## config.mk

```make
export PLATFORM = sky130hd
export DESIGN_NAME = uart_tx
export DESIGN_NICKNAME = d
export VERILOG_FILES = /design/src/rtl/uart_tx.sv
export SDC_FILE = /design/constraint.sdc
export NUM_CORES = 1
export LEC_CHECK = 0
export CAP_MARGIN = 20
export CORE_MARGIN = 5
export CORE_UTILIZATION = 60
export DETAILED_ROUTE_END_ITERATION = 7
export PLACE_DENSITY = 0.83
export SYNTH_ARGS = -nofsm -noshare
export SYNTH_HDL_FRONTEND = slang
export SYNTH_SLANG_ARGS = --single-unit
```

## constraint.sdc

```tcl
create_clock -name clk -period 4.23 [get_ports clk]
set_clock_uncertainty 0.15 [all_clocks]
set_input_delay 0.846 -clock clk [delete_from_list [all_inputs] [get_ports clk]]
set_output_delay 0.846 -clock clk [all_outputs]
set_load 0.03 [all_outputs]
```

## src/rtl/uart_tx.sv

```systemverilog
// ---------------------------------------------------------------------------
// uart_tx
// Serial transmitter for one byte per frame: start bit, eight data bits sent
// LSB first, an optional even-parity bit, then one stop bit. Each bit lasts
// CLKS_PER_BIT clock cycles.
//
// Parameters
//   CLKS_PER_BIT  clock cycles per serial bit period (2..65535)
//   PARITY_EN     1 inserts an even-parity bit after the data, 0 omits it
//
// Ports
//   clk       system clock; all state changes on its rising edge
//   rst       asynchronous active-high reset
//   tx_start  request to send tx_data; honoured only while idle
//   tx_data   byte to send; captured when the request is accepted
//   tx        serial line output, registered, idle high
//   tx_busy   high while a frame is in progress
//   tx_done   one-cycle pulse in the first idle cycle after the stop bit
// ---------------------------------------------------------------------------
module uart_tx #(
    parameter int CLKS_PER_BIT = 868,
    parameter int PARITY_EN    = 1
) (
    input  logic       clk,
    input  logic       rst,
    input  logic       tx_start,
    input  logic [7:0] tx_data,
    output logic       tx,
    output logic       tx_busy,
    output logic       tx_done
);

    // A one-bit counter is still needed when CLKS_PER_BIT is 2, where
    // $clog2 would otherwise give the correct width of 1 anyway; the guard
    // only protects against degenerate parameter values.
    localparam int CNT_W = (CLKS_PER_BIT > 1) ? $clog2(CLKS_PER_BIT) : 1;
    localparam logic [CNT_W-1:0] CNT_LAST = CNT_W'(CLKS_PER_BIT - 1);

    typedef enum logic [2:0] {
        IDLE,
        START,
        DATA,
        PARITY,
        STOP
    } state_t;

    state_t           state;
    state_t           state_next;
    logic [CNT_W-1:0] bit_cnt;
    logic [CNT_W-1:0] cnt_next;
    logic [2:0]       bit_idx;
    logic [2:0]       idx_next;
    logic [7:0]       shift_reg;
    logic [7:0]       shift_next;
    logic             parity_bit;
    logic             parity_next;
    logic             tx_next;
    logic             done_next;
    logic             bit_end;

    // End of the current bit period. The counter never wraps; it is cleared
    // on every bit-state transition instead.
    assign bit_end = (bit_cnt == CNT_LAST);

    // Busy is a pure decode of the state, so reset clears it immediately.
    assign tx_busy = (state != IDLE);

    // State and datapath registers. The line output and the done pulse are
    // registered so tx changes exactly on the edge that changes the state.
    always_ff @(posedge clk or posedge rst) begin
        if (rst) begin
            state      <= IDLE;
            bit_cnt    <= '0;
            bit_idx    <= '0;
            shift_reg  <= '0;
            parity_bit <= 1'b0;
            tx         <= 1'b1;
            tx_done    <= 1'b0;
        end else begin
            state      <= state_next;
            bit_cnt    <= cnt_next;
            bit_idx    <= idx_next;
            shift_reg  <= shift_next;
            parity_bit <= parity_next;
            tx         <= tx_next;
            tx_done    <= done_next;
        end
    end

    // Next-state and datapath logic. Parity is captured at acceptance
    // because the shift register is consumed while the data bits go out.
    // The line level is derived from the next state and next shift value,
    // which keeps the registered tx aligned with the registered state.
    always_comb begin
        state_next  = state;
        cnt_next    = bit_cnt;
        idx_next    = bit_idx;
        shift_next  = shift_reg;
        parity_next = parity_bit;
        done_next   = 1'b0;
        tx_next     = 1'b1;

        case (state)
            IDLE: begin
                if (tx_start) begin
                    shift_next  = tx_data;
                    parity_next = ^tx_data;
                    cnt_next    = '0;
                    idx_next    = '0;
                    state_next  = START;
                end
            end
            START: begin
                if (bit_end) begin
                    cnt_next   = '0;
                    state_next = DATA;
                end else begin
                    cnt_next = bit_cnt + CNT_W'(1);
                end
            end
            DATA: begin
                if (bit_end) begin
                    cnt_next   = '0;
                    shift_next = {1'b0, shift_reg[7:1]};
                    idx_next   = bit_idx + 3'd1;
                    if (bit_idx == 3'd7) begin
                        state_next = (PARITY_EN != 0) ? PARITY : STOP;
                    end
                end else begin
                    cnt_next = bit_cnt + CNT_W'(1);
                end
            end
            PARITY: begin
                if (bit_end) begin
                    cnt_next   = '0;
                    state_next = STOP;
                end else begin
                    cnt_next = bit_cnt + CNT_W'(1);
                end
            end
            STOP: begin
                if (bit_end) begin
                    cnt_next   = '0;
                    state_next = IDLE;
                    done_next  = 1'b1;
                end else begin
                    cnt_next = bit_cnt + CNT_W'(1);
                end
            end
            default: begin
                state_next = IDLE;
            end
        endcase

        case (state_next)
            IDLE:    tx_next = 1'b1;
            START:   tx_next = 1'b0;
            DATA:    tx_next = shift_next[0];
            PARITY:  tx_next = parity_next;
            STOP:    tx_next = 1'b1;
            default: tx_next = 1'b1;
        endcase
    end

endmodule

```

==> implementation parameters <==
Parameter                              Value

Outcome
  Outcome ... completed

Finish
  Synth-to-layout area growth ... 12.25%
  Net count, final ... 174
  Flip-flop count of the largest register, all copies and words added ... 10
  Number of antenna diodes ... 0
  Fraction of final layout cells with drive strength greater than 1 ... 9.434%
  Post-route non-filler standard cell count ... 189
  Final core occ ... 69.00%

Logic synthesis
  Post-Syn Instances ... 146
  EDFF count, synth ... 0
  Post-synthesis sequential element count ... 27
  Post-synth top area share ... 43.92%
  Most instantiated flip-flop cell in the synthesis netlist ... dfrtp_1
  Warning count from the yosys run ... 0
  Post-synth ARST share ... 100.0%
  Synthesized netlist net count ... 160
  Syn Area/Cell ... 10.15 um^2
  Cell type with the largest total area after synthesis ... dfrtp_1
  Post-Synthesis Cell Area ... 0.001481 mm^2
  Yosys cell types ... 43
  Sequential fraction of the synthesis area ... 45.69%
  Biggest area contributors in the synthesized netlist ... dfrtp_1 44%, xnor2_1 7.1%, nand2_1 6.8%

Setup path
  Worst path slowest cell ... clkdlybuf4s50_1
  Crit path DAT ... 2.05 ns
  Type of the setup path with the least slack ... flop to output pin
  Data required time at the worst endpoint ... 3.23 ns
  Startpoint of the worst register-to-register path ... bit_cnt[0]
  Worst r2r dst ... bit_idx[0]
  Slowest stage delay, CP ... 0.65 ns
  R2R depth ... 5
  Highest net fanout along the worst path ... 10
  Critical path's top delay family ... buffers and inverters
  Type of origin of the critical path ... flop
  Crit path buffers/inverters ... 1
  CP endpoint kind ... output pin
  Cell breakdown of the critical path ... or3_1 > clkdlybuf4s50_1
  Register-to-register path setup slack ... 1.82 ns

Global routing
  Via count of the first global-routing pass ... 1,110
  Antenna violations before repair ... 0
  Largest net degree at the start of global routing ... 28
  First-pass GRT wire length ... 4885 um
  Global-route total usage across every layer ... 17.83%
  Overflow after GRT ... 0

Power and ir drop
  Highest ir drop seen on vdd ... 0.0002809 V
  LEAKAGE ... 0.7389 nW
  Total power consumption of the routed design ... 0.6212 mW
  Cell area power density ... 373.6 mW/mm^2

Routing
  Average routed wire per standard cell ... 14.34 um
  Number of DRC markers after the initial detailed-route iteration ... 51
  Post-DR vias/cell ... 5.915
  First-pass detailed-route iteration total ... 4
  Overall routed net length ... 2711 um
  Via count ... 1,118
  ANT nets after route ... 0
  Number of remaining DRC errors ... 0

Placement
  Number of cells in the design after placement ... 184
  HPWL after detailed placement ... 2012 um
  Count of buffers from port buffering ... 13
  Routability congestion estimate from global placement ... 0.8707

CTS
  Count of clock tree sinks ... 27
  Later-pin clock latency in the skew report ... 0.32 ns
  Clock-pin slew reported for the worst setup and hold paths after clock tree synthesis ... 0.14 ns
  H-tree level count ... 1
  Clock tree from TritonCTS ... done
  Root buf cell ... clkbuf_4
  Post-CTS setup buffer count ... 0
  Maximum buffer depth of the clock tree ... 2
  Post-CTS Resized ... 0
  Number of clock buffers inserted by TritonCTS ... 3
  Hold-fix buffers at CTS ... 0

Timing
  Pins Over Slew Limit ... 0
  Final setup violation count ... 0
  Worst slew margin relative to its limit ... 47.64%
  Max Clk Rate ... 327.8 MHz
  Hold_ws ... 0.3494 ns
  Shortest period the worst path allows ... 3.051 ns
  RSZ-0062 raised after global routing ... no
  Total Negative Setup Slacks ... 0 ns
  Total count of hold-check failures in the final report ... 0
  Slew of the pin with the lowest slew margin ... 0.7824 ns
  Share of the cycle needed by the critical path after routing ... 72.12%

Hold path
  Worst hold stages ... 2
  HP Start ... shift_reg[1]
  Endpoint of the worst hold path ... shift_reg[1]
  Type of the tightest min-delay check ... flop to flop

Floorplanning
  Initial Util ... 61.47%
  Standard cell core area ... 0.002410 mm^2
  Die area ... 0.003563 mm^2
  Width of the chip ... 59.69 um
  Die Y ... 59.69 um
  Std cell rows ... 18
  Number of primary I/O pins ... 14

Flow run
  Reported max-cap violation count ... 0
cell families after synthesis:
family / after synthesis / share of synthesized area [%]
AOI/OAI and AO/OA: 27 / 12.92
xor gates and xnor gates: 13 / 7.686
adders and majority gates: 3 / 2.534
buffers and inverters: 10 / 3.969
DFF: 27 / 45.69
muxes: 3 / 2.196
and+or+nand+nor: 63 / 25.00
report_power, final:
group | total, mW | internal, mW | switching, mW
registers | 0.356 | 0.310 | 0.0452
clock network | 0.112 | 0.0370 | 0.0749
logic | 0.154 | 0.0745 | 0.0793
total | 0.621 | 0.422 | 0.199
worst max path at each step:
stage / cells after the start / start / end
after floorplan: 5 / tx_start / bit_cnt[5]
after global placement: 2 / state[2] / tx_busy
after detailed placement: 2 / state[2] / tx_busy
after CTS: 2 / state[2] / tx_busy
after global routing: 2 / state[2] / tx_busy
final: 2 / state[2] / tx_busy
layout by cell type (no fill, tap or decap), types with 2 or more instances in the layout:
master	instances
a21oi_1	2
o31ai_1	2
inv_1	4
nand3_1	6
dfrtp_1	26
clkdlybuf4s50_1	13
or3_1	2
a22oi_1	7
o21ai_1	3
ha_1	3
clkbuf_4	3
nor2_1	12
o21ai_0	5
mux2_2	2
nor3_1	3
nand2_1	27
xnor2_1	12
Yosys cell counts (2+ instances only):
cell	instances
o21ai_1	3
a21oi_1	2
inv_1	4
o21ai_0	5
o31ai_1	2
nand3_1	6
mux2_2	2
buf_2	2
nor2_1	12
nand2_1	27
buf_6	2
a22oi_1	7
dfrtp_1	26
ha_1	3
xnor2_1	12
nor3_1	3
or3_1	2
area by class of cell:
cell class,count,area (um^2)
fillers,178,747.0
multi-input cells,109,745.7
flip-flops and latches,27,676.9
repair buffers,14,157.7
well taps,30,37.54
clock buffers,4,26.28
inverters,5,18.77
tightest hold or removal path: stages, from the launching register on:
cell and delay [ns]:
dfrtp_1 0.37, nand2_1 0.05, nand2_1 0.06
through the flow:
stage | instance area, um^2 | setup WS [ns]
after floorplan | 1481 | 2.214
after global placement | 1609 | 1.613
after detailed placement | 1609 | 1.557
after CTS | 1635 | 1.190
after global routing | 1663 | 1.107
final | 1663 | 1.179
per-layer routing:
layer	track usage [%]	part of all wire [%]
met1	23.89	45
met3	1.944	4.8
met4	7.911	1.6
met2	29.01	49
met5	0	0
Note: power is estimated with default switching activity, not from simulation.
